===== src/rtl/riscv_control_pkg.sv =====
// riscv_control_pkg: shared RISC-V control constants for the multi-cycle controller and the ALU controller.
// Contents: opcode constants, multi-cycle state encodings, ALUOp codes, ALUSrcB select codes
// and a legality check for the opcodes the multi-cycle datapath supports.
package riscv_control_pkg;

    localparam logic [6:0] R_FORMAT = 7'b0110011;
    localparam logic [6:0] LD       = 7'b0000011;
    localparam logic [6:0] SD       = 7'b0100011;
    localparam logic [6:0] BEQ      = 7'b1100011;

    typedef enum logic [2:0] {
        FETCH     = 3'd0,
        DECODE    = 3'd1,
        EXECUTE   = 3'd2,
        MEMORY    = 3'd3,
        WRITEBACK = 3'd4,
        HALT      = 3'd5
    } state_t;

    localparam logic [1:0] ALU_ADD   = 2'b00;
    localparam logic [1:0] ALU_SUB   = 2'b01;
    localparam logic [1:0] ALU_FUNCT = 2'b10;

    localparam logic [1:0] SRCB_RS2    = 2'b00;
    localparam logic [1:0] SRCB_FOUR   = 2'b01;
    localparam logic [1:0] SRCB_IMM    = 2'b10;
    localparam logic [1:0] SRCB_BRANCH = 2'b11;

    function automatic logic is_legal(input logic [6:0] opcode);
        return opcode == R_FORMAT || opcode == LD || opcode == SD || opcode == BEQ;
    endfunction

endpackage


===== src/rtl/multicycle_controller_if.sv =====
// multicycle_controller_if: control bus between the multi-cycle controller and the datapath.
// Datapath -> controller: opcode, zero, memoryReady.
// Controller -> datapath: PC/IR/register/memory strobes, mux selects and ALUOp.
// Modports: master = controller, slave = datapath.
interface multicycle_controller_if;

    logic [6:0] opcode;
    logic       zero;
    logic       memoryReady;
    logic       pcWrite;
    logic       irWrite;
    logic       instructionOrData;
    logic       memoryRead;
    logic       memoryWrite;
    logic       rWrite;
    logic       memoryToRegister;
    logic       ALUSrcA;
    logic [1:0] ALUSrcB;
    logic [1:0] ALUOp;
    logic       pcSource;

    modport master (
        input  opcode, zero, memoryReady,
        output pcWrite, irWrite, instructionOrData, memoryRead, memoryWrite, rWrite,
               memoryToRegister, ALUSrcA, ALUSrcB, ALUOp, pcSource
    );

    modport slave (
        output opcode, zero, memoryReady,
        input  pcWrite, irWrite, instructionOrData, memoryRead, memoryWrite, rWrite,
               memoryToRegister, ALUSrcA, ALUSrcB, ALUOp, pcSource
    );

endinterface


===== src/rtl/instruction_counter.sv =====
// instruction_counter: retired-instruction counter, wraps silently from all-ones to zero.
// Ports: clock, reset (sync, active-high, priority over enable), enable (one pulse per
// retired instruction), count (current total).
module instruction_counter #(
    parameter int COUNTER_WIDTH = 32
) (
    input  logic                     clock,
    input  logic                     reset,
    input  logic                     enable,
    output logic [COUNTER_WIDTH-1:0] count
);

    always_ff @(posedge clock)
        count <= reset ? '0 : enable ? count + 1'b1 : count;

endmodule


===== src/rtl/multicycle_controller.sv =====
// multicycle_controller: multi-cycle sequencing FSM for R-format, LD, SD and BEQ.
// Ports: clock, reset (sync, active-high), bus (master side of the control bus:
// opcode/zero/memoryReady in, strobes and mux selects out), retired (one-cycle pulse per
// completed instruction), instructionCount, illegalInstruction (sticky), state (debug).
module multicycle_controller
    import riscv_control_pkg::*;
#(
    parameter int COUNTER_WIDTH = 32
) (
    input  logic                      clock,
    input  logic                      reset,
    multicycle_controller_if.master   bus,
    output logic                      retired,
    output logic [COUNTER_WIDTH-1:0]  instructionCount,
    output logic                      illegalInstruction,
    output logic [2:0]                state
);

    state_t     currentState, nextState;
    logic [6:0] opcodeLatch;
    logic       isR, isLd, isSd, isBeq;

    // Execute and later states decode only the opcode captured in DECODE, so the IR
    // input is free to change once decode is done.
    assign isR   = opcodeLatch == R_FORMAT;
    assign isLd  = opcodeLatch == LD;
    assign isSd  = opcodeLatch == SD;
    assign isBeq = opcodeLatch == BEQ;
    assign state = currentState;

    always_ff @(posedge clock) begin
        if (reset) begin
            currentState       <= FETCH;
            opcodeLatch        <= '0;
            illegalInstruction <= 1'b0;
        end else begin
            currentState <= nextState;
            if (currentState == DECODE)
                opcodeLatch <= bus.opcode;
            if (currentState == DECODE && !is_legal(bus.opcode))
                illegalInstruction <= 1'b1;
        end
    end

    always_comb begin
        nextState = HALT;
        case (currentState)
            FETCH:     nextState = bus.memoryReady ? DECODE : FETCH;
            DECODE:    nextState = is_legal(bus.opcode) ? EXECUTE : HALT;
            EXECUTE:   nextState = isR ? WRITEBACK : (isLd || isSd) ? MEMORY : FETCH;
            MEMORY:    nextState = !bus.memoryReady ? MEMORY : isLd ? WRITEBACK : FETCH;
            WRITEBACK: nextState = FETCH;
            HALT:      nextState = HALT;
            default:   nextState = HALT;
        endcase
    end

    // All strobes are held low while reset is asserted so an abandoned instruction
    // never writes in the reset cycle.
    always_comb begin
        bus.pcWrite           = 1'b0;
        bus.irWrite           = 1'b0;
        bus.instructionOrData = 1'b0;
        bus.memoryRead        = 1'b0;
        bus.memoryWrite       = 1'b0;
        bus.rWrite            = 1'b0;
        bus.memoryToRegister  = 1'b0;
        bus.ALUSrcA           = 1'b0;
        bus.ALUSrcB           = SRCB_RS2;
        bus.ALUOp             = ALU_ADD;
        bus.pcSource          = 1'b0;
        retired               = 1'b0;
        if (!reset) begin
            case (currentState)
                FETCH: begin
                    bus.memoryRead = 1'b1;
                    bus.irWrite    = bus.memoryReady;
                    bus.pcWrite    = bus.memoryReady;
                    bus.ALUSrcB    = bus.memoryReady ? SRCB_FOUR : SRCB_RS2;
                end
                DECODE: bus.ALUSrcB = SRCB_BRANCH;
                EXECUTE: begin
                    bus.ALUSrcA  = 1'b1;
                    bus.ALUSrcB  = (isLd || isSd) ? SRCB_IMM : SRCB_RS2;
                    bus.ALUOp    = isR ? ALU_FUNCT : isBeq ? ALU_SUB : ALU_ADD;
                    bus.pcSource = isBeq;
                    bus.pcWrite  = isBeq && bus.zero;
                    retired      = isBeq;
                end
                MEMORY: begin
                    bus.instructionOrData = 1'b1;
                    bus.memoryRead        = isLd;
                    bus.memoryWrite       = isSd;
                    retired               = isSd && bus.memoryReady;
                end
                WRITEBACK: begin
                    bus.rWrite           = 1'b1;
                    bus.memoryToRegister = isLd;
                    retired              = 1'b1;
                end
                default: ;
            endcase
        end
    end

    instruction_counter #(
        .COUNTER_WIDTH(COUNTER_WIDTH)
    ) u_counter (
        .clock  (clock),
        .reset  (reset),
        .enable (retired),
        .count  (instructionCount)
    );

endmodule


===== src/flat_wrapper.sv =====
// flat-port wrapper written by rule: the top's interface ports become plain ports
module multicycle_controller_flat import riscv_control_pkg::*;
#(
    parameter int COUNTER_WIDTH = 32
)
  (clock, reset, retired, instructionCount, illegalInstruction, state, bus_opcode, bus_zero, bus_memoryReady, bus_pcWrite, bus_irWrite, bus_instructionOrData, bus_memoryRead, bus_memoryWrite, bus_rWrite, bus_memoryToRegister, bus_ALUSrcA, bus_ALUSrcB, bus_ALUOp, bus_pcSource);
  multicycle_controller_if bus_i ();
  input  logic clock;
  input  logic reset;
  output logic retired;
  output logic [COUNTER_WIDTH-1:0] instructionCount;
  output logic illegalInstruction;
  output logic [2:0] state;
  input wire logic [$bits(bus_i.opcode)-1:0] bus_opcode;
  input wire logic [$bits(bus_i.zero)-1:0] bus_zero;
  input wire logic [$bits(bus_i.memoryReady)-1:0] bus_memoryReady;
  output wire logic [$bits(bus_i.pcWrite)-1:0] bus_pcWrite;
  output wire logic [$bits(bus_i.irWrite)-1:0] bus_irWrite;
  output wire logic [$bits(bus_i.instructionOrData)-1:0] bus_instructionOrData;
  output wire logic [$bits(bus_i.memoryRead)-1:0] bus_memoryRead;
  output wire logic [$bits(bus_i.memoryWrite)-1:0] bus_memoryWrite;
  output wire logic [$bits(bus_i.rWrite)-1:0] bus_rWrite;
  output wire logic [$bits(bus_i.memoryToRegister)-1:0] bus_memoryToRegister;
  output wire logic [$bits(bus_i.ALUSrcA)-1:0] bus_ALUSrcA;
  output wire logic [$bits(bus_i.ALUSrcB)-1:0] bus_ALUSrcB;
  output wire logic [$bits(bus_i.ALUOp)-1:0] bus_ALUOp;
  output wire logic [$bits(bus_i.pcSource)-1:0] bus_pcSource;
  assign bus_i.opcode = bus_opcode;
  assign bus_i.zero = bus_zero;
  assign bus_i.memoryReady = bus_memoryReady;
  assign bus_pcWrite = bus_i.pcWrite;
  assign bus_irWrite = bus_i.irWrite;
  assign bus_instructionOrData = bus_i.instructionOrData;
  assign bus_memoryRead = bus_i.memoryRead;
  assign bus_memoryWrite = bus_i.memoryWrite;
  assign bus_rWrite = bus_i.rWrite;
  assign bus_memoryToRegister = bus_i.memoryToRegister;
  assign bus_ALUSrcA = bus_i.ALUSrcA;
  assign bus_ALUSrcB = bus_i.ALUSrcB;
  assign bus_ALUOp = bus_i.ALUOp;
  assign bus_pcSource = bus_i.pcSource;
  multicycle_controller #(.COUNTER_WIDTH(COUNTER_WIDTH)) u_core (.clock(clock), .reset(reset), .bus(bus_i), .retired(retired), .instructionCount(instructionCount), .illegalInstruction(illegalInstruction), .state(state));
endmodule

===== config.mk =====
export PLATFORM = sky130hd
export DESIGN_NAME = multicycle_controller_flat
export DESIGN_NICKNAME = d
export VERILOG_FILES = /design/src/rtl/riscv_control_pkg.sv /design/src/rtl/multicycle_controller_if.sv /design/src/rtl/instruction_counter.sv /design/src/rtl/multicycle_controller.sv /design/src/flat_wrapper.sv
export SDC_FILE = /design/constraint.sdc
export NUM_CORES = 1
export LEC_CHECK = 0
export CAP_MARGIN = 20
export CORE_MARGIN = 4
export CORE_UTILIZATION = 52
export CTS_CLUSTER_SIZE = 24
export DETAILED_ROUTE_END_ITERATION = 16
export HOLD_SLACK_MARGIN = 0.02
export PLACE_DENSITY_LB_ADDON = 0.25
export SLEW_MARGIN = 0
export SYNTH_ARGS = -nofsm -noshare
export SYNTH_HDL_FRONTEND = slang
export SYNTH_SLANG_ARGS = --single-unit
export TNS_END_PERCENT = 100

===== constraint.sdc =====
create_clock -name clock -period 6.4 [get_ports clock]
set_input_delay 1.28 -clock clock [delete_from_list [all_inputs] [get_ports clock]]
set_output_delay 1.28 -clock clock [all_outputs]
set_load 0.02 [all_outputs]

======== Yosys cells after proc, flatten, opt, wreduce, memory -nomap -nowiden ========
Index checks and enable logic that the tools add are counted.
operators by class
  $add $sub $neg .......................... 1
  equality and inequality tests ........... 12
  mux-type cells .......................... 35
  reductions and logical operators ........ 9
operators by type and width
  operator               number
  $add 32x1->32 const B  1
  $eq 7x6->1 const B     4
  $mux 1                 20
  $pmux 3 s5             1
  $eq 7x2->1 const B     2
  $eq 7x7->1 const B     2
  $mux 2                 6
  $mux 3                 4
  $eq 3x2->1 const B     2
  $pmux 2 s3             1
  $logic_or 1x1->1       4
  $pmux 1 s2             2
  $eq 3x1->1 const B     1
  $eq 3x3->1 const B     1
  $logic_and 1x1->1      3
  $logic_not 3->1        1
  $pmux 1 s3             1
  $logic_not 1->1        1
storage, ports and cells
  register bits ........................... 43
  bits of input ports ..................... 11
  output and inout port bits .............. 50
  word-level logic and storage cells ...... 61

======== Longest topological paths before layout ========
Gate-level depths: netlist (run 1).
  depth in word-level cells ............... 6
  depth in mapped cells ................... 8
  mapped depth without buffers ............ 6

======== Cells and area by module ========
From an unflattened synthesis (run 1), not the netlist that was laid out.
unflattened totals
  cells, all modules ...................... 269
  area total of the unflattened synthesis .. 2244.7 um^2
by module, submodules not included
  module                 times used  cells an instance  area each (um^2)  sequential area each (um^2)
  instruction_counter    1           181                1564.0            640.6
  multicycle_controller  1           88                 680.7             220.2

======== Worst setup path after synthesis (run 1) ========
No wires, ideal clock.
  kind .................................... in2out
  start point ............................. in reset
  end point ............................... out bus_memoryWrite
  arrival ................................. 2.589 ns
  data required time ...................... 5.120 ns
  path slack .............................. 2.531 ns
  stages .................................. 6
  path buffers ............................ 2
  cells stage by stage .................... clkbuf_1 or2_2 clkbuf_1 nor2_1 nand2_1 nor2_1
between the ends
  cells in the longest elaborated chain, start to end .. 1
ends and longest elaborated chain
  item         RTL line                     text
  from (decl)  flat_wrapper.sv:9            input logic reset;
  $mux 1       multicycle_controller.sv:73  if (!reset) begin
  to (decl)    flat_wrapper.sv:21           output wire logic [$bits(bus_i.memoryWrite)-1:0] bus_memoryWrite;
No other way between the ends.

======== Final worst setup path (run 1) ========
  start point ............................. in bus_memoryReady
  end point ............................... out retired
between the ends
  cells in the longest elaborated chain, start to end .. 3
ends and longest elaborated chain
  item               RTL line                     text
  from (decl)        flat_wrapper.sv:16           input wire logic [$bits(bus_i.memoryReady)-1:0] bus_memoryReady;
  $logic_and 1x1->1  multicycle_controller.sv:94  retired = isSd && bus.memoryReady;
  $pmux 1 s3         multicycle_controller.sv:74  case (currentState)
  $mux 1             multicycle_controller.sv:73
  to (decl)          flat_wrapper.sv:10           output logic retired;
No other way between the ends.

==> impl_results.md, run 1 <==
- Post-synthesis cell count: between 200 and 300
- Clock latency at the later pin of the worst-skew pair: roughly 300 ps
- Synth async-reset ratio: 0%
- Drt total wl: between 5 and 6 mm
- Io pins: between 60 and 70
- Placed wire-length estimate: ~3.7 mm
- RSZ-0062 raised after global routing: false
- Worst slew margin: between 40 and 50%
- Initial Utilization: between 50% and 60%
- Top cells by count, synth: dfxtp_1, nor2_1, a21oi_1, nand2_1
- Post-Place Cell Area: 0.00286 mm2
- Die ar.: 0.00543 mm2
- Synthesized cell area: approximately 0.0022 mm2
- Worst Path Arrival: around 3600 ps
- Number of routed nets with antenna violations: 0
- Total GRT Usage: about a fifth
- Measured slew at the worst slew-check pin: between 700 and 800 ps
- Reg-to-Reg Start: u_core.state[0]$_SDFF_PP0_
- Worst Setup Path Type: input pin to output pin
- Seq/Total Area, Yosys: a little under two fifths
- Yosys cell types: 44
- Cell type with the largest total area after synthesis: dfxtp_1
- GPL Wtd Cong: roughly 0.78
- Post-CTS Hold Buffers: 0
- # DRC: 0
- Fin crit share: 75.5%
- Top-area cell type share of the netlist area: a little under two fifths
- Setup bufs post-CTS: 0
- Final-report setup violation count: 0
- Register area: about 860 um2
- Die Ht: around 74 um
- Worst vdd ir: between 0.0001 and 0.00015 V
- Pwr Total: around 510 uW
- Port buffer count: 60
- Crit start category: input pin
- Crit-path max FO: 17
- Via count: 2160
- Top post-synthesis cells by area: dfxtp_1, nor2_1, xor2_1
- Leakage Power: 1.00 nW
- P per Cell Area: ~170 mW/mm2
- EDFF count, synth: 0
- Die extent in x: approximately 74 um
- CORE AREA: approximately 0.0041 mm2
- WL per Instance: between 10 and 15 um
- Final hold viol count: 0
- FF-to-FF path depth: 6
- Setup Skew: 6.64 ps
- Setup crit end: retired
- Drt pass-1 iters: 4
- Final Cell Area: 0.00295 mm2
- Setup_tns: 0 ps
- Post-Syn Area per Cell: a little over 8 um2
- Ant diodes: 0
- Row cnt: 23
- Critical path endpoint category: output pin
- First-pass GRT wire length: approximately 8.9 mm
- H-tree levels: 2
- Status: complete, no violations
- Syn Nets: approximately 280
- Share of cells above drive strength 1: 7.41%
- Top-count cell post-synth: dfxtp_1
- Ys Warns: 0
- CTS tree: done
- Multi-input gate area: ~0.0013 mm2
- Area Overhead vs Synth: 31.5%
- Max Freq: roughly 210 MHz
- CP required: between 5000 and 6000 ps
- Flops & latches, synth: 43
- Slew Limit Fails: 0
- CTS sink cnt: 43
- Vias in the first global route: ~2000
- Initial antenna violation count: 0
- PostCTS Resize Cnt: 0
- Final nets: ~340
- Final design utilization: slightly above 70%
- Worst reg2reg path endpoint: u_core.u_counter.count[27]$_SDFFE_PP0P_
- Clock Tree Root: clkbuf_8
- Largest net degree at the start of global routing: 37
- Fill cells: approximately 360
- Main flop type after synthesis: dfxtp_1
- CTS Buf Count: 5
- Setup crit start: bus_memoryReady
- Clock slew seen by the registers of the worst setup and hold paths: approximately 80 ps
- DR vias/cell: around 5.8
- Worst R2R Setup Slack: between 3000 and 4000 ps
- Maxcap violations: 0
- Post-layout min period: roughly 4800 ps
- GRT overflow: 0
- Bufs on Longest Clock Path: 2
- Hold WC Path Type: flip-flop to flip-flop
- DRT iter0 DRCs: about 160
-- flip-flops by register name (all words and copies together), names as in the netlist --
register                   cells
u_core.opcodeLatch             7
u_core.illegalInstruction      1
u_core.state                   3
u_core.u_counter.count        32
-- metal layers --
| metal | vias to the layer above | wire, um | track usage (%) |
|---|---|---|---|
| met5 | - | 0 | 0 |
| met2 | 71 | 2400 | 33.2 |
| met3 | 7 | 386 | 4.92 |
| met1 | 995 | 2380 | 27.0 |
| met4 | 0 | 59 | 7.24 |
| li1 | 1087 | - | - |
-- report_power, final --
part           leakage, nW  switching, mW  total (mW)  internal, mW
clock network       0.0402         0.0973       0.173        0.0759
registers            0.348        0.00749       0.280         0.272
logic                0.614         0.0282      0.0529        0.0247
total                 1.00          0.133       0.506         0.373
-- cell usage in the layout (no fill, tap or decap), drive strengths merged, types with 2 or more instances in the layout --
| cell | instances |
|---|---|
| a21bo | 3 |
| a21oi | 19 |
| a32oi | 2 |
| and3 | 9 |
| and4 | 2 |
| buf | 3 |
| clkbuf | 5 |
| clkdlybuf4s50 | 60 |
| clkinvlp | 2 |
| dfxtp | 43 |
| inv | 6 |
| mux2 | 3 |
| mux2i | 8 |
| nand2 | 19 |
| nand3 | 2 |
| nand3b | 6 |
| nand4 | 6 |
| nor2 | 41 |
| nor2b | 3 |
| nor3 | 12 |
| nor4 | 3 |
| o2111ai | 5 |
| o211ai | 7 |
| o21ai | 6 |
| o22ai | 2 |
| o31ai | 7 |
| or2 | 2 |
| or3 | 5 |
| or4 | 7 |
| xor2 | 13 |
-- cell families (layout without fill, tap and decap cells) --
| group | Yosys count | in the layout | synth area share [%] |
|---|---|---|---|
| AND/OR/NAND/NOR | 120 | 120 | 27.4 |
| adder cells (fa/ha/maj) | 2 | 2 | 1.00 |
| buffers and inverters | 24 | 77 | 4.24 |
| flip-flops | 43 | 43 | 38.4 |
| multiplexers | 11 | 11 | 5.08 |
| AO/OA/AOI/OAI | 57 | 57 | 18.4 |
| XOR/XNOR | 14 | 14 | 5.47 |
-- worst max-delay path, cell delays in order --
cell and delay, ps:
clkdlybuf4s50_1 620, nand3b_1 170, a2111oi_4 380, buf_4 270, nor2_1 120, nor2_1 100
clkdlybuf4s50_1 610
-- worst min-delay path by stage --
stage | slack [ps] | endpoint | cells past startpoint | startpoint
floorplan | 450 | u_core.opcodeLatch[3]$_SDFFE_PP0N_ | 2 | u_core.opcodeLatch[3]$_SDFFE_PP0N_
global placement | 460 | u_core.illegalInstruction$_SDFFE_PP0P_ | 2 | u_core.illegalInstruction$_SDFFE_PP0P_
detailed placement | 460 | u_core.illegalInstruction$_SDFFE_PP0P_ | 2 | u_core.illegalInstruction$_SDFFE_PP0P_
CTS | 480 | u_core.illegalInstruction$_SDFFE_PP0P_ | 2 | u_core.illegalInstruction$_SDFFE_PP0P_
global route | 520 | u_core.u_counter.count[31]$_SDFFE_PP0P_ | 2 | u_core.u_counter.count[31]$_SDFFE_PP0P_
finish | 480 | u_core.illegalInstruction$_SDFFE_PP0P_ | 2 | u_core.illegalInstruction$_SDFFE_PP0P_
-- metrics by stage --
stage,std cells,setup WS [ps],hold WS [ps]
after floorplan,271,2530,452
after global placement,366,1620,455
after detailed placement,366,1610,462
after CTS,374,1580,482
after global routing,374,1410,519
final,374,1570,478
-- layout make-up --
class / instances / area share [%]
multi-input cells: 204 / 43.8
flip-flops and latches: 43 / 29.2
repair buffers: 63 / 21.1
clock buffers: 5 / 2.33
well taps: 50 / 2.12
inverters: 6 / 0.764
clock inverters: 3 / 0.679
Power figures use the tool's default switching activity.
==> run 2, diff against run 1 <==
CORE_UTILIZATION = 48   (was 52)
clock period = 4.5 ns   (was 6.4 ns; I/O delays follow)
==> run 2 against run 1 <==
Against the previous run: critical endpoint unchanged; global-route usage is 1.8 points lower; wire length is 1.6% higher; largest power group unchanged; sequential power grew 42%; worst setup slack worse by 940 ps; combinational power increased by 41%; power rose by 50%; hold slack worse by 5.0 ps.
==> impl_results.md, run 2 (same netlist as run 1, synthesis figures left out) <==
- Largest net degree at the start of global routing: 38 (was 37)
- FF-to-FF path depth: 6 (unchanged)
- Comb pwr share: 9.8% (was 10.5%)
- Die extent in x: 76.3 um (was 73.7 um)
- Leakage Power: 1.01 nW (was 1.00 nW)
- Hold WC Path Type: flip-flop to flip-flop (unchanged)
- CTS tree: done (unchanged)
- Bufs on Longest Clock Path: 2 (unchanged)
- Drt total wl: 5.31 mm (was 5.23 mm)
- Final Worst Setup Slack: 625 ps (was 1570 ps)
- WL per Instance: 14.2 um (was 14.0 um)
- Int Pwr: 585 uW (was 373 uW)
- Setup_tns: 0 ps (unchanged)
- DR vias/cell: 5.71 (was 5.78)
- Initial Utilization: 50.5% (was 54.9%)
- Psw: 174 uW (was 133 uW)
- GPL Wtd Cong: 0.763 (was 0.785)
- Worst Setup Path Type: input pin to output pin (unchanged)
- Die Ht: 76.3 um (was 73.7 um)
- Total GRT Usage: 18.8% (was 20.7%)
- Clock power share: 37.8% (was 34.2%)
- Worst Hold Path Cells: 2 (unchanged)
- Crit start category: input pin (unchanged)
- # DRC: 0 (unchanged)
- Critical path endpoint category: output pin (unchanged)
- Crit-path max FO: 7 (was 17)
- Largest Register: u_core.u_counter.count (unchanged)
- Status: complete, no violations (unchanged)
- Pwr Total: 759 uW (was 506 uW)
- Max Freq: about 260 MHz
- First-pass GRT wire length: 9.22 mm (was 8.92 mm)
- Number of routed nets with antenna violations: 0 (unchanged)
- Clock slew seen by the registers of the worst setup and hold paths: 80 ps (about the same)
- CTS Buf Count: 5 (unchanged)
- Worst reg2reg path endpoint: u_core.u_counter.count[27]$_SDFFE_PP0P_ (unchanged)
- Share of cells above drive strength 1: 7.12% (was 7.41%)
- Maxcap violations: 0 (unchanged)
- Io pins: 61 (unchanged)
- DRT iter0 DRCs: 172 (was 158)
- Row cnt: 24 (was 23)
- Final-report setup violation count: 0 (unchanged)
- CP required: 3600 ps (was 5120 ps)
- Initial antenna violation count: 0 (unchanged)
- Pre-CTS setup slack: 624 ps (was 1610 ps)
- RSZ-0062 raised after global routing: false (unchanged)
- H-tree levels: 2 (unchanged)
- Commonest non-fill, non-tap cells in the layout: clkdlybuf4s50_1, dfxtp_1, nor2_1 (unchanged)
- PostCTS Resize Cnt: 0 (unchanged)
- Reg-to-Reg Start: u_core.state[0]$_SDFF_PP0_ (unchanged)
- Final nets: 335 (unchanged)
- CTS sink cnt: 43 (unchanged)
- Measured slew at the worst slew-check pin: 776 ps (was 760 ps)
- Via count: 2141 (was 2160)
- Seq pwr share: 52.4% (was 55.3%)
- Clock latency at the later pin of the worst-skew pair: 290 ps (was 300 ps)
- Worst vdd ir: 0.000225 V (was 0.000145 V)
- Final hold viol count: 0 (unchanged)
- Worst-case hold path end point: u_core.illegalInstruction$_SDFFE_PP0P_ (unchanged)
- Vias in the first global route: 2050 (was 2019)
- Worst slew margin: 48.3% (was 49.4%)
- Post-CTS Hold Buffers: 0 (unchanged)
- Sw frac: 23.0% (was 26.3%)
- Drt pass-1 iters: 4 (unchanged)
- Area Overhead vs Synth: 32.0% (was 31.5%)
- Commonest non-fill, non-tap cell in the layout: clkdlybuf4s50_1 (unchanged)
- Setup Skew: 7.17 ps (was 6.64 ps)
- Ant diodes: 0 (unchanged)
- Max reg flops: 32 (unchanged)
- Post-layout min period: approximately 3900 ps
- GRT overflow: 0 (unchanged)
- CORE AREA: 0.00444 mm2 (was 0.00409 mm2)
- Die ar.: 0.00583 mm2 (was 0.00543 mm2)
- Setup bufs post-CTS: 0 (unchanged)
- P per Cell Area: 256 mW/mm2 (was 172 mW/mm2)
- Placed wire-length estimate: 3.70 mm (was 3.72 mm)
- Port buffer count: 60 (unchanged)
- Fin crit share: between 80% and 90%
- Hold Slack: 473 ps (was 478 ps)
- Clock Tree Root: clkbuf_8 (unchanged)
- Hold Startpoint: u_core.illegalInstruction$_SDFFE_PP0P_ (unchanged)
- Worst Path Arrival: 2980 ps (was 3550 ps)
- Worst R2R Setup Slack: 1470 ps (was 3430 ps)
- Slew Limit Fails: 0 (unchanged)
==> run 2: changes by cell type in the layout (fill, tap and decap cells not counted), sizes merged <==
cell           delta
clkdlybuf4s50     -1
clkbuf            +1
buf               +1
clkinvlp          -2
clkinv            -1
bufinv            +1
==> run 2: power by group through the flow <==
stage	Combinational (mW)	Sequential, mW	Clock (mW)
after global routing	0.0821	0.399	0.310
after detailed placement	0.0747	0.406	0
after floorplan	0.0459	0.405	0
after global placement	0.0738	0.406	0
final	0.0745	0.398	0.287
after CTS	0.0751	0.397	0.292
==> run 2: layout make-up <==
class                           instances  area (um2)
Fill cell                             408        1480
Sequential cell                        43         861
Multi-Input combinational cell        204        1290
Clock buffer                            6        72.6
Tap cell                               52        65.1
Clock inverter                          1        30.0
Inverter                                6        22.5
Timing Repair Buffer                   63         618
==> run 2: worst max path at each step <==
stage | from | endpoint | slack, ps
finish | bus_memoryReady | retired | 620
global route | bus_memoryReady | retired | 480
CTS | bus_memoryReady | retired | 610
detailed placement | bus_memoryReady | retired | 620
global placement | bus_memoryReady | retired | 650
floorplan | reset | bus_memoryWrite | 1390
==> run 2: through the flow <==
step	instance area (um2)	util (%)	instances
after detailed placement	2860	64.3	368
final	2960	66.6	375
after CTS	2960	66.6	375
after floorplan	2240	-	271
after global routing	2960	66.6	375
after global placement	2860	64.3	368
==> run 2: critical path: stages <==
cell             delay [ps]
clkdlybuf4s50_1         620
nand3b_1                160
a2111oi_4               400
nor2_1                  150
nor2_1                  120
clkdlybuf4s50_1         610
==> run 2: metal layers <==
layer | routed length (um) | GRT usage, %
met1 | 2550 | 24.5
met4 | 67 | 5.80
met2 | 2430 | 30.0
met5 | 0 | 0
met3 | 263 | 5.79
==> run 3, diff against run 2 <==
SLEW_MARGIN = 10   (was 0)
==> results of run 3 <==
No change in the layout: final DEF, timing and power equal those of run 2.
